$ cat config.mk
export PLATFORM = sky130hd
export DESIGN_NAME = seq_divider32
export DESIGN_NICKNAME = d
export VERILOG_FILES = /design/src/rtl/seq_divider32_pkg.sv /design/src/rtl/seq_divider32_subtractor33.sv /design/src/rtl/seq_divider32.sv
export SDC_FILE = /design/constraint.sdc
export NUM_CORES = 1
export LEC_CHECK = 0
export CORE_MARGIN = 2
export CORE_UTILIZATION = 40
export DETAILED_ROUTE_END_ITERATION = 6
export DONT_BUFFER_PORTS = 1
export PLACE_DENSITY = 0.61
export SLEW_MARGIN = 20
export SYNTH_ARGS = -nofsm -noshare
export SYNTH_HDL_FRONTEND = slang
export SYNTH_SLANG_ARGS = --single-unit
$ cat constraint.sdc
create_clock -name clk -period 6 [get_ports clk]
set_input_delay 1.2 -clock clk [delete_from_list [all_inputs] [get_ports clk]]
set_output_delay 1.2 -clock clk [all_outputs]
set_load 0.01 [all_outputs]
$ cat src/rtl/seq_divider32_pkg.sv
// Shared definitions for the sequential divider: FSM encodings, default width, per-op flags.
// Latency: n/a (declarations only).
// Backpressure: n/a.
package seq_divider32_pkg;

    localparam int DIV_WIDTH = 32;

    localparam logic [1:0] ST_IDLE = 2'd0;
    localparam logic [1:0] ST_RUN  = 2'd1;
    localparam logic [1:0] ST_FIX  = 2'd2;

    // Flags captured at start and consumed in the fix-up cycle.
    typedef struct packed {
        logic sign_q;
        logic sign_r;
        logic dbz;
    } meta_t;

    function automatic int cnt_width(input int w);
        return $clog2(w + 1);
    endfunction

endpackage

$ cat src/rtl/seq_divider32_subtractor33.sv
// Combinational trial subtractor: diff = a - b with borrow out.
// Latency: 0 cycles (pure combinational).
// Backpressure: none.
module seq_divider32_subtractor33 #(
    parameter int W = 33
) (
    input  logic [W-1:0] a,
    input  logic [W-1:0] b,
    output logic [W-1:0] diff,
    output logic         borrow_out
);

    assign {borrow_out, diff} = {1'b0, a} - {1'b0, b};

endmodule

$ cat src/rtl/seq_divider32.sv
// Restoring shift-subtract divider for MIPS DIV/DIVU, one quotient bit per clock.
// Latency: done in cycle N+WIDTH+2 after start in cycle N; N+2 for a zero divisor.
// Backpressure: start is ignored while busy; no queueing, accepted again in the done cycle.
module seq_divider32
    import seq_divider32_pkg::*;
#(
    parameter int WIDTH = DIV_WIDTH
) (
    input  logic             clk,
    input  logic             reset,
    input  logic             start,
    input  logic             is_signed,
    input  logic [WIDTH-1:0] dividend,
    input  logic [WIDTH-1:0] divisor,
    output logic             busy,
    output logic             done,
    output logic [WIDTH-1:0] quotient,
    output logic [WIDTH-1:0] remainder,
    output logic             div_by_zero
);

    localparam int               CNT_W    = cnt_width(WIDTH);
    localparam logic [CNT_W-1:0] CNT_LAST = CNT_W'(WIDTH - 1);
    localparam logic [CNT_W-1:0] CNT_ONE  = CNT_W'(1);
    localparam logic [WIDTH-1:0] ONE      = {{(WIDTH-1){1'b0}}, 1'b1};

    logic [1:0]       state;
    logic [CNT_W-1:0] count;
    logic [WIDTH-1:0] rem_q;
    logic [WIDTH-1:0] quo_q;
    logic [WIDTH-1:0] dvsr_q;
    meta_t            meta_q;

    logic             a_neg;
    logic             b_neg;
    logic             dvsr_zero;
    logic [WIDTH-1:0] a_abs;
    logic [WIDTH-1:0] b_abs;
    logic [WIDTH:0]   shifted;
    logic [WIDTH:0]   diff;
    logic             borrow;
    logic             accept;

    assign a_neg     = is_signed & dividend[WIDTH-1];
    assign b_neg     = is_signed & divisor[WIDTH-1];
    assign dvsr_zero = (divisor == '0);
    assign a_abs     = a_neg ? (~dividend + ONE) : dividend;
    assign b_abs     = b_neg ? (~divisor + ONE) : divisor;

    assign shifted = {rem_q, quo_q[WIDTH-1]};

    seq_divider32_subtractor33 #(
        .W (WIDTH + 1)
    ) u_trial_sub (
        .a          (shifted),
        .b          ({1'b0, dvsr_q}),
        .diff       (diff),
        .borrow_out (borrow)
    );

    // Shifted remainder is below 2*divisor, so an accepted difference always fits in WIDTH bits.
    assign accept = ~borrow & ~diff[WIDTH];

    assign busy = (state != ST_IDLE);

    always_ff @(posedge clk or posedge reset) begin
        if (reset) begin
            state       <= ST_IDLE;
            count       <= '0;
            rem_q       <= '0;
            quo_q       <= '0;
            dvsr_q      <= '0;
            meta_q      <= '0;
            done        <= 1'b0;
            quotient    <= '0;
            remainder   <= '0;
            div_by_zero <= 1'b0;
        end else begin
            done <= 1'b0;
            case (state)
                ST_IDLE: begin
                    if (start) begin
                        rem_q         <= '0;
                        count         <= '0;
                        dvsr_q        <= b_abs;
                        // A zero divisor returns the raw dividend, so park it in the quotient register.
                        quo_q         <= dvsr_zero ? dividend : a_abs;
                        meta_q.sign_q <= a_neg ^ b_neg;
                        meta_q.sign_r <= a_neg;
                        meta_q.dbz    <= dvsr_zero;
                        state         <= dvsr_zero ? ST_FIX : ST_RUN;
                    end
                end
                ST_RUN: begin
                    rem_q <= accept ? diff[WIDTH-1:0] : shifted[WIDTH-1:0];
                    quo_q <= {quo_q[WIDTH-2:0], accept};
                    count <= count + CNT_ONE;
                    if (count == CNT_LAST) begin
                        state <= ST_FIX;
                    end
                end
                ST_FIX: begin
                    done        <= 1'b1;
                    div_by_zero <= meta_q.dbz;
                    state       <= ST_IDLE;
                    if (meta_q.dbz) begin
                        quotient  <= '1;
                        remainder <= quo_q;
                    end else begin
                        quotient  <= meta_q.sign_q ? (~quo_q + ONE) : quo_q;
                        remainder <= meta_q.sign_r ? (~rem_q + ONE) : rem_q;
                    end
                end
                default: state <= ST_IDLE;
            endcase
        end
    end

endmodule

==> results of run 1 <==
-- sequential cells by signal, summed over array words and instances (netlist names), 2 cells and up --
| signal | flops |
|---|---|
| quotient | 32 |
| dvsr_q | 32 |
| count | 6 |
| quo_q | 32 |
| state | 2 |
| rem_q | 32 |
| remainder | 32 |
| meta_q | 3 |
-- logic make-up (layout without fill, tap and decap cells) --
family                     after synthesis  count (layout)  synth area share (%)
AOI/OAI and AO/OA                      463             463                  24.7
xor gates and xnor gates               145             145                  10.8
muxes                                    9               9                 0.777
and+or+nand+nor                        452             452                  17.9
DFF                                    173             173                  36.8
adders and majority gates               38              38                  4.11
buffers and inverters                  146              99                  4.95
-- worst min path at each step --
stage,from,to,slack (ns),depth (start not counted)
3_5_place_dp,dvsr_q[24],dvsr_q[24],0.47,2
3_3_place_gp,dvsr_q[13],dvsr_q[13],0.46,2
4_1_cts,count[5],count[5],0.49,1
2_1_floorplan,dvsr_q[10],dvsr_q[10],0.45,2
5_1_grt,dvsr_q[18],dvsr_q[18],0.51,2
6_report,dvsr_q[24],dvsr_q[24],0.48,2
-- critical path, stage by stage, from the launching register on --
cell and delay [ns]:
dfrtp_1 0.42, inv_1 0.10, ha_1 0.17, inv_1 0.06
fa_1 0.41, a21o_1 0.21, a221o_1 0.42, a221oi_4 0.42
a21oi_2 0.16, nand3b_4 0.13, a211oi_4 0.07, buf_4 0.25
or2_1 0.56, a221o_1 0.45
-- layer usage --
layer,vias up,wire length (um)
met5,-,0
met4,0,562
met3,29,2260
met2,300,15000
met1,4728,16100
li1,4968,-
-- Yosys cell counts, types with 24 or more instances --
| cell type | number | area share [%] |
|---|---|---|
| o21ai_0 | 157 | 6.7 |
| a22oi_1 | 28 | 1.8 |
| dfrtp_1 | 173 | 37 |
| xor2_1 | 87 | 6.5 |
| nor3_1 | 30 | 1.3 |
| a21oi_1 | 120 | 5.1 |
| xnor2_1 | 58 | 4.3 |
| o211ai_1 | 32 | 2.0 |
| clkbuf_1 | 74 | 2.4 |
| nand2_1 | 196 | 6.3 |
| nor2_1 | 94 | 3.0 |
| o31ai_1 | 32 | 2.0 |
| nand3_1 | 24 | 1.0 |
| inv_1 | 55 | 1.8 |
| ha_1 | 37 | 3.9 |
-- area by class of cell --
class / count / share of cell area [%]
timing repair buffer: 12 / 0.716
multi-input combinational: 1107 / 54.6
clock buffer: 17 / 3.38
tap: 384 / 3.82
sequential: 173 / 34.4
inverter: 55 / 1.68
clock inverter: 15 / 1.40
-- metrics by stage --
step	area (um2)	util [%]	hold slack, ns	instances
detailed placement	12000	41.5	0.471	1731
global route	12600	43.6	0.507	1763
CTS	12600	43.6	0.486	1763
floorplan	11800	-	0.450	1426
global placement	12000	41.5	0.462	1731
finish	12600	43.6	0.478	1763
-- power by group through the flow --
stage	sequential, mW	clock (mW)	combinational (mW)
floorplan	2.00	0	3.13
global placement	2.35	0	3.69
detailed placement	2.36	0	3.73
CTS	2.34	1.17	3.75
global route	2.41	1.22	4.23
finish	2.35	1.16	3.76
==> metrics.md, run 1 <==
| Metric | Value |
|---|---|
| Post-synthesis instance area | 11800 um2 |
| R2R Setup Slk | 2.04 ns |
| Pint | 3.82 mW |
| Clk_skew | 0.0137 ns |
| Overall global routing resource usage | 22.1% |
| Hold-fix buffers, CTS | 0 |
| Setup TNS | 0 ns |
| Share of cells above drive strength 1 | 5.15% |
| Worst Path Max Fanout | 34 |
| RePlAce Congestion | 0.881 |
| Net Sw Frac | 47.4% |
| Pin count of the biggest net entering global routing | 83 |
| Hpwl dp | 25.4 mm |
| Synthesized area per cell | 8.24 um2 |
| Global-route wire length before repair | 54.0 mm |
| Cell Pwr Density | 577 nW/um2 |
| Num rows | 62 |
| Initial Utilization | 40.7% |
| Startpoint types | flop |
| CTS max path bufs | 2 |
| Slew @ Worst Pin | 1.07 ns |
| IO Port Bufs | 0 |
| Net Switching | 3.44 mW |
| Crit path time final | 3.96 ns |
| FF/Latch Area | 4330 um2 |
| Post-CTS setup buffer count | 0 |
| Max Freq | 253 MHz |
| Worst R2R Path Depth | 13 |
| Clock-pin slew on the worst setup and hold paths | 0.07 ns |
| Hold WC Path Type | flop to flop |
| Post-Syn Instances | 1426 |
| Boundary pin count | 135 |
| Die Wd | 175 um |
| DRT Wirelength | 33.9 mm |
| Final-report hold violation count | 0 |
| Final setup vio count | 0 |
| Req. time, crit path | 6.31 ns |
| Pwr Total | 7.27 mW |
| Clock buffer count from CTS | 17 |
| Worst Setup End Kind | flop |
| Worst setup path startpoint | quo_q[31] |
| Post-synth EDFFs | 0 |
| CTS tree | built |
| Sequential-to-total area share from yosys stat | 36.8% |
| DR vias | 10025 |
| Antenna Nets Post-Route | 0 |
| Grt ovf | 0 |
| Ant diodes | 0 |
| WP data arrival | 4.27 ns |
| Seq pwr share | 32.3% |
| GRT busiest layer | met2 |
| Crit Reg-Reg Endpoint | rem_q[3] |
| Wire length per cell | 19.2 um |
| Die Span Y | 175 um |
| Status | completed |
| DR vias/cell | 5.69 |
| Global-route track usage on met2 | 33.3% |
| Commonest non-fill, non-tap cell in the layout | nand2_1 |
| Filler cells | 2944 |
| Max-slew headroom | 28.3% |
| Slack of the critical path | 2.04 ns |
| Critical path class | flop to flop |
| Prevailing post-synth register cell | dfrtp_1 |
| Period utilization | 66.0% |
| Combinational fraction of design power | 51.8% |
| Yosys Warn Count | 0 |
| Commonest non-fill, non-tap cells in the layout | nand2_1, dfrtp_1, o21ai_0 |
| Slew Viols, Final | 0 |
| Syn Nets | 1532 |
| Reg2Reg Launch Point | quo_q[31] |
| CTS H-tree lvls | 4 |
| Leak | 5.21 nW |
| Yosys cell types | 68 |
| RSZ-0062 raised after global routing | false |
| Final net count | 1472 |
| # resized after CTS | 0 |
| Peak VDD IR | 0.000264 V |
| Total core area | 28900 um2 |
| Dpl ws | 1.93 ns |
| Clock Sinks | 173 |
| CP endpoint | rem_q[3] |
| Worst-Skew Late Latency | 0.44 ns |
| Met1 Use GR | 32.1% |
| Max-cap violations | 0 |
| Area delta synth->final | 7.10% |
| Clock group share of total power | 15.9% |
| Fraction of registers with async set/reset | 100% |
| DRT Pass-1 Iters | 5 |
| Vias in the first global route | 9421 |
| 1st-iter DRT viols | 896 |
| #FFs+latches synth | 173 |
| DRC errors left | 0 |
| Grt met3 use | 4.39% |
| Root Buffer | clkbuf_16 |
| Initial antenna violation count | 0 |
| Multi-input logic area | 6880 um2 |
| Die area | 30800 um2 |
Power figures use the tool's default switching activity.
==> run 2, diff against run 1 <==
Clock period 6 ns to 3.35 ns, I/O delays scaled along.
==> run 2 against run 1 <==
  * Critical endpoint unchanged
  * Sequential cell count did not move
  * Clock power rose by 78%
  * Sequential power rose by 70%
  * Clock skew rose by 0.0024 ns
  * Power rose by 88%
  * Fmax rose by 25%
  * Largest power group unchanged
  * Sequential share of layout area fell by 1.2 points
  * Hold slack got worse by 0.11 ns
  * Via count rose by 4.1%
  * Core utilization rose by 1.6 points
  * Critical path depth did not move
  * Wire length rose by 2.6%
==> metrics.md, run 2 (synthesis results as in run 1) <==
| Metric | Value |
|---|---|
| Net Sw Frac | 46.9% (was 47.4%) |
| Die Wd | 175 um (unchanged) |
| Clock buffer count from CTS | 17 (unchanged) |
| Combinational fraction of design power | 55.8% (was 51.8%) |
| Antenna Nets Post-Route | 0 (unchanged) |
| Wire length per cell | 19.2 um (about the same) |
| Cell Pwr Density | 1050 nW/um2 (was 577 nW/um2) |
| Max-slew headroom | 32.1% (was 28.3%) |
| CP delay by family, top | compound AO/OA/AOI/OAI gates (unchanged) |
| Crit. path cell count | 13 (unchanged) |
| Hold WC Path Type | input pin to flop (was flop to flop) |
| Grt ovf | 0 (unchanged) |
| Slowest-stage cell, CP | a221o_1 (was or2_1) |
| Crit path buffers/inverters | 3 (unchanged) |
| DR vias/cell | 5.75 (was 5.69) |
| Clock-pin slew on the worst setup and hold paths | 0.07 ns (about the same) |
| DRT Pass-1 Iters | 5 (unchanged) |
| Slew @ Worst Pin | 1.02 ns (was 1.07 ns) |
| RePlAce Congestion | 0.877 (was 0.881) |
| Commonest non-fill, non-tap cells in the layout | nand2_1, dfrtp_1, o21ai_0 (unchanged) |
| Pwr Total | 13.7 mW (was 7.27 mW) |
| Die area | 30800 um2 (unchanged) |
| CTS tree | built (unchanged) |
| Share of cells above drive strength 1 | 8.60% (was 5.15%) |
| Vias in the first global route | 10083 (was 9421) |
| Commonest non-fill, non-tap cell in the layout | nand2_1 (unchanged) |
| Hold wc startpoint | dividend[31] (was dvsr_q[24]) |
| Total core area | 28900 um2 (unchanged) |
| Clk_skew | 0.0161 ns (was 0.0137 ns) |
| Worst Setup End Kind | flop (unchanged) |
| Period utilization | 94.5% (was 66.0%) |
| Final-report hold violation count | 0 (unchanged) |
| Startpoint types | flop (unchanged) |
| Boundary pin count | 135 (unchanged) |
| Reg2Reg Launch Point | quo_q[31] (unchanged) |
| Ant diodes | 0 (unchanged) |
| Worst Path Max Fanout | 6 (was 34) |
| Critical path class | flop to flop (unchanged) |
| Max-cap violations | 0 (unchanged) |
| CP endpoint | rem_q[3] (unchanged) |
| CTS H-tree lvls | 4 (unchanged) |
| IO Port Bufs | 0 (unchanged) |
| Clock Sinks | 173 (unchanged) |
| Peak VDD IR | 0.000529 V (was 0.000264 V) |
| Slowest stage delay, CP | 0.40 ns (was 0.56 ns) |
| Net Switching | 6.42 mW (was 3.44 mW) |
| Final net count | 1524 (was 1472) |
| Hpwl dp | 26.5 mm (was 25.4 mm) |
| Leak | 5.48 nW (was 5.21 nW) |
| Seq pwr share | 29.1% (was 32.3%) |
| Req. time, crit path | 3.67 ns (was 6.31 ns) |
| Worst R2R Path Depth | 13 (unchanged) |
| Overall global routing resource usage | 23.0% (was 22.1%) |
| Pint | 7.27 mW (was 3.82 mW) |
| DRT Wirelength | 34.8 mm (was 33.9 mm) |
| WP data arrival | 3.49 ns (was 4.27 ns) |
| Global-route wire length before repair | 56.4 mm (was 54.0 mm) |
| Clock group share of total power | 15.1% (was 15.9%) |
| Final setup vio count | 0 (unchanged) |
| DR vias | 10441 (was 10025) |
| CP Cell Sequence | inv_1 -> ha_1 -> inv_1 -> fa_2 -> a21o_1 -> a221o_1 -> a221oi_4 -> a21oi_4 -> nand3b_4 -> a211oi_4 -> or2_4 -> buf_4 -> a221o_1 (was inv_1 -> ha_1 -> inv_1 -> fa_1 -> a21o_1 -> a221o_1 -> a221oi_4 -> a21oi_2 -> nand3b_4 -> a211oi_4 -> buf_4 -> or2_1 -> a221o_1) |
| Slew Viols, Final | 0 (unchanged) |
| DRC errors left | 0 (unchanged) |
| Crit path time final | 3.16 ns (was 3.96 ns) |
| R2R Setup Slk | 0.19 ns (was 2.04 ns) |
| Worst-Skew Late Latency | 0.45 ns (was 0.44 ns) |
| CTS max path bufs | 2 (unchanged) |
| Crit Reg-Reg Endpoint | rem_q[3] (unchanged) |
| Initial Utilization | 40.7% (unchanged) |
| Initial antenna violation count | 0 (unchanged) |
| RSZ-0062 raised after global routing | false (unchanged) |
| Status | completed (unchanged) |
| Root Buffer | clkbuf_16 (unchanged) |
| Setup TNS | 0 ns (unchanged) |
| Die Span Y | 175 um (unchanged) |
| Max Freq | 316 MHz (was 253 MHz) |
| Worst setup path startpoint | quo_q[31] (unchanged) |
| Pin count of the biggest net entering global routing | 62 (was 83) |
| Area delta synth->final | 11.0% (was 7.10%) |
| Num rows | 62 (unchanged) |
| 1st-iter DRT viols | 1043 (was 896) |
## run 2: power groups by stage
stage | Sequential (mW) | Clock (mW) | Combinational, mW
global route | 4.08 | 2.18 | 8.53
CTS | 3.97 | 2.09 | 7.49
detailed placement | 4.00 | 0 | 7.47
finish | 3.99 | 2.06 | 7.64
global placement | 3.99 | 0 | 7.35
floorplan | 3.58 | 0 | 5.60
## run 2: worst min-delay path by stage
| stage | cells after the start | end |
|---|---|---|
| 2_1_floorplan | 2 | dvsr_q[10] |
| 3_3_place_gp | 1 | quotient[17] |
| 3_5_place_dp | 1 | quotient[17] |
| 4_1_cts | 2 | dvsr_q[31] |
| 5_1_grt | 2 | dvsr_q[1] |
| 6_report | 2 | quo_q[31] |
## run 2: final cells by class
class,count,area (um2)
inverter,55,210
tap,384,480
fill,2955,15800
timing repair buffer,64,536
clock buffer,17,425
clock inverter,15,168
multi-input combinational,1107,6900
sequential,173,4330
## run 2: through the flow
| step | setup slack (ns) | cells | utilization (%) | instance area (um2) | hold slack [ns] |
|---|---|---|---|---|---|
| 6_report | 0.185 | 1815 | 45.2 | 13000 | 0.371 |
| 3_3_place_gp | 0.203 | 1781 | 43.0 | 12400 | 0.429 |
| 2_1_floorplan | 0.129 | 1426 | - | 11800 | 0.450 |
| 5_1_grt | 0.00509 | 1815 | 45.2 | 13000 | 0.370 |
| 4_1_cts | 0.116 | 1814 | 45.0 | 13000 | 0.357 |
| 3_5_place_dp | 0.126 | 1781 | 43.0 | 12400 | 0.428 |
## run 2: per-layer routing
metal | GRT usage, % | routed length, um | share of wire (%)
met1 | 33.0 | 16600 | 48
met2 | 35.5 | 15500 | 45
met3 | 4.55 | 2090 | 6.0
met4 | 6.03 | 627 | 1.8
met5 | 0 | 0 | 0
## run 2: repair_timing
| action | 4_1_cts | 5_1_grt |
|---|---|---|
| setup endpoints to repair | 0 | 14 |
| hold buffers | 1 | 0 |
| gates resized for setup | 0 | 8 |
| setup buffers | 0 | 1 |
| endpoints found under the hold margin | 1 | 0 |
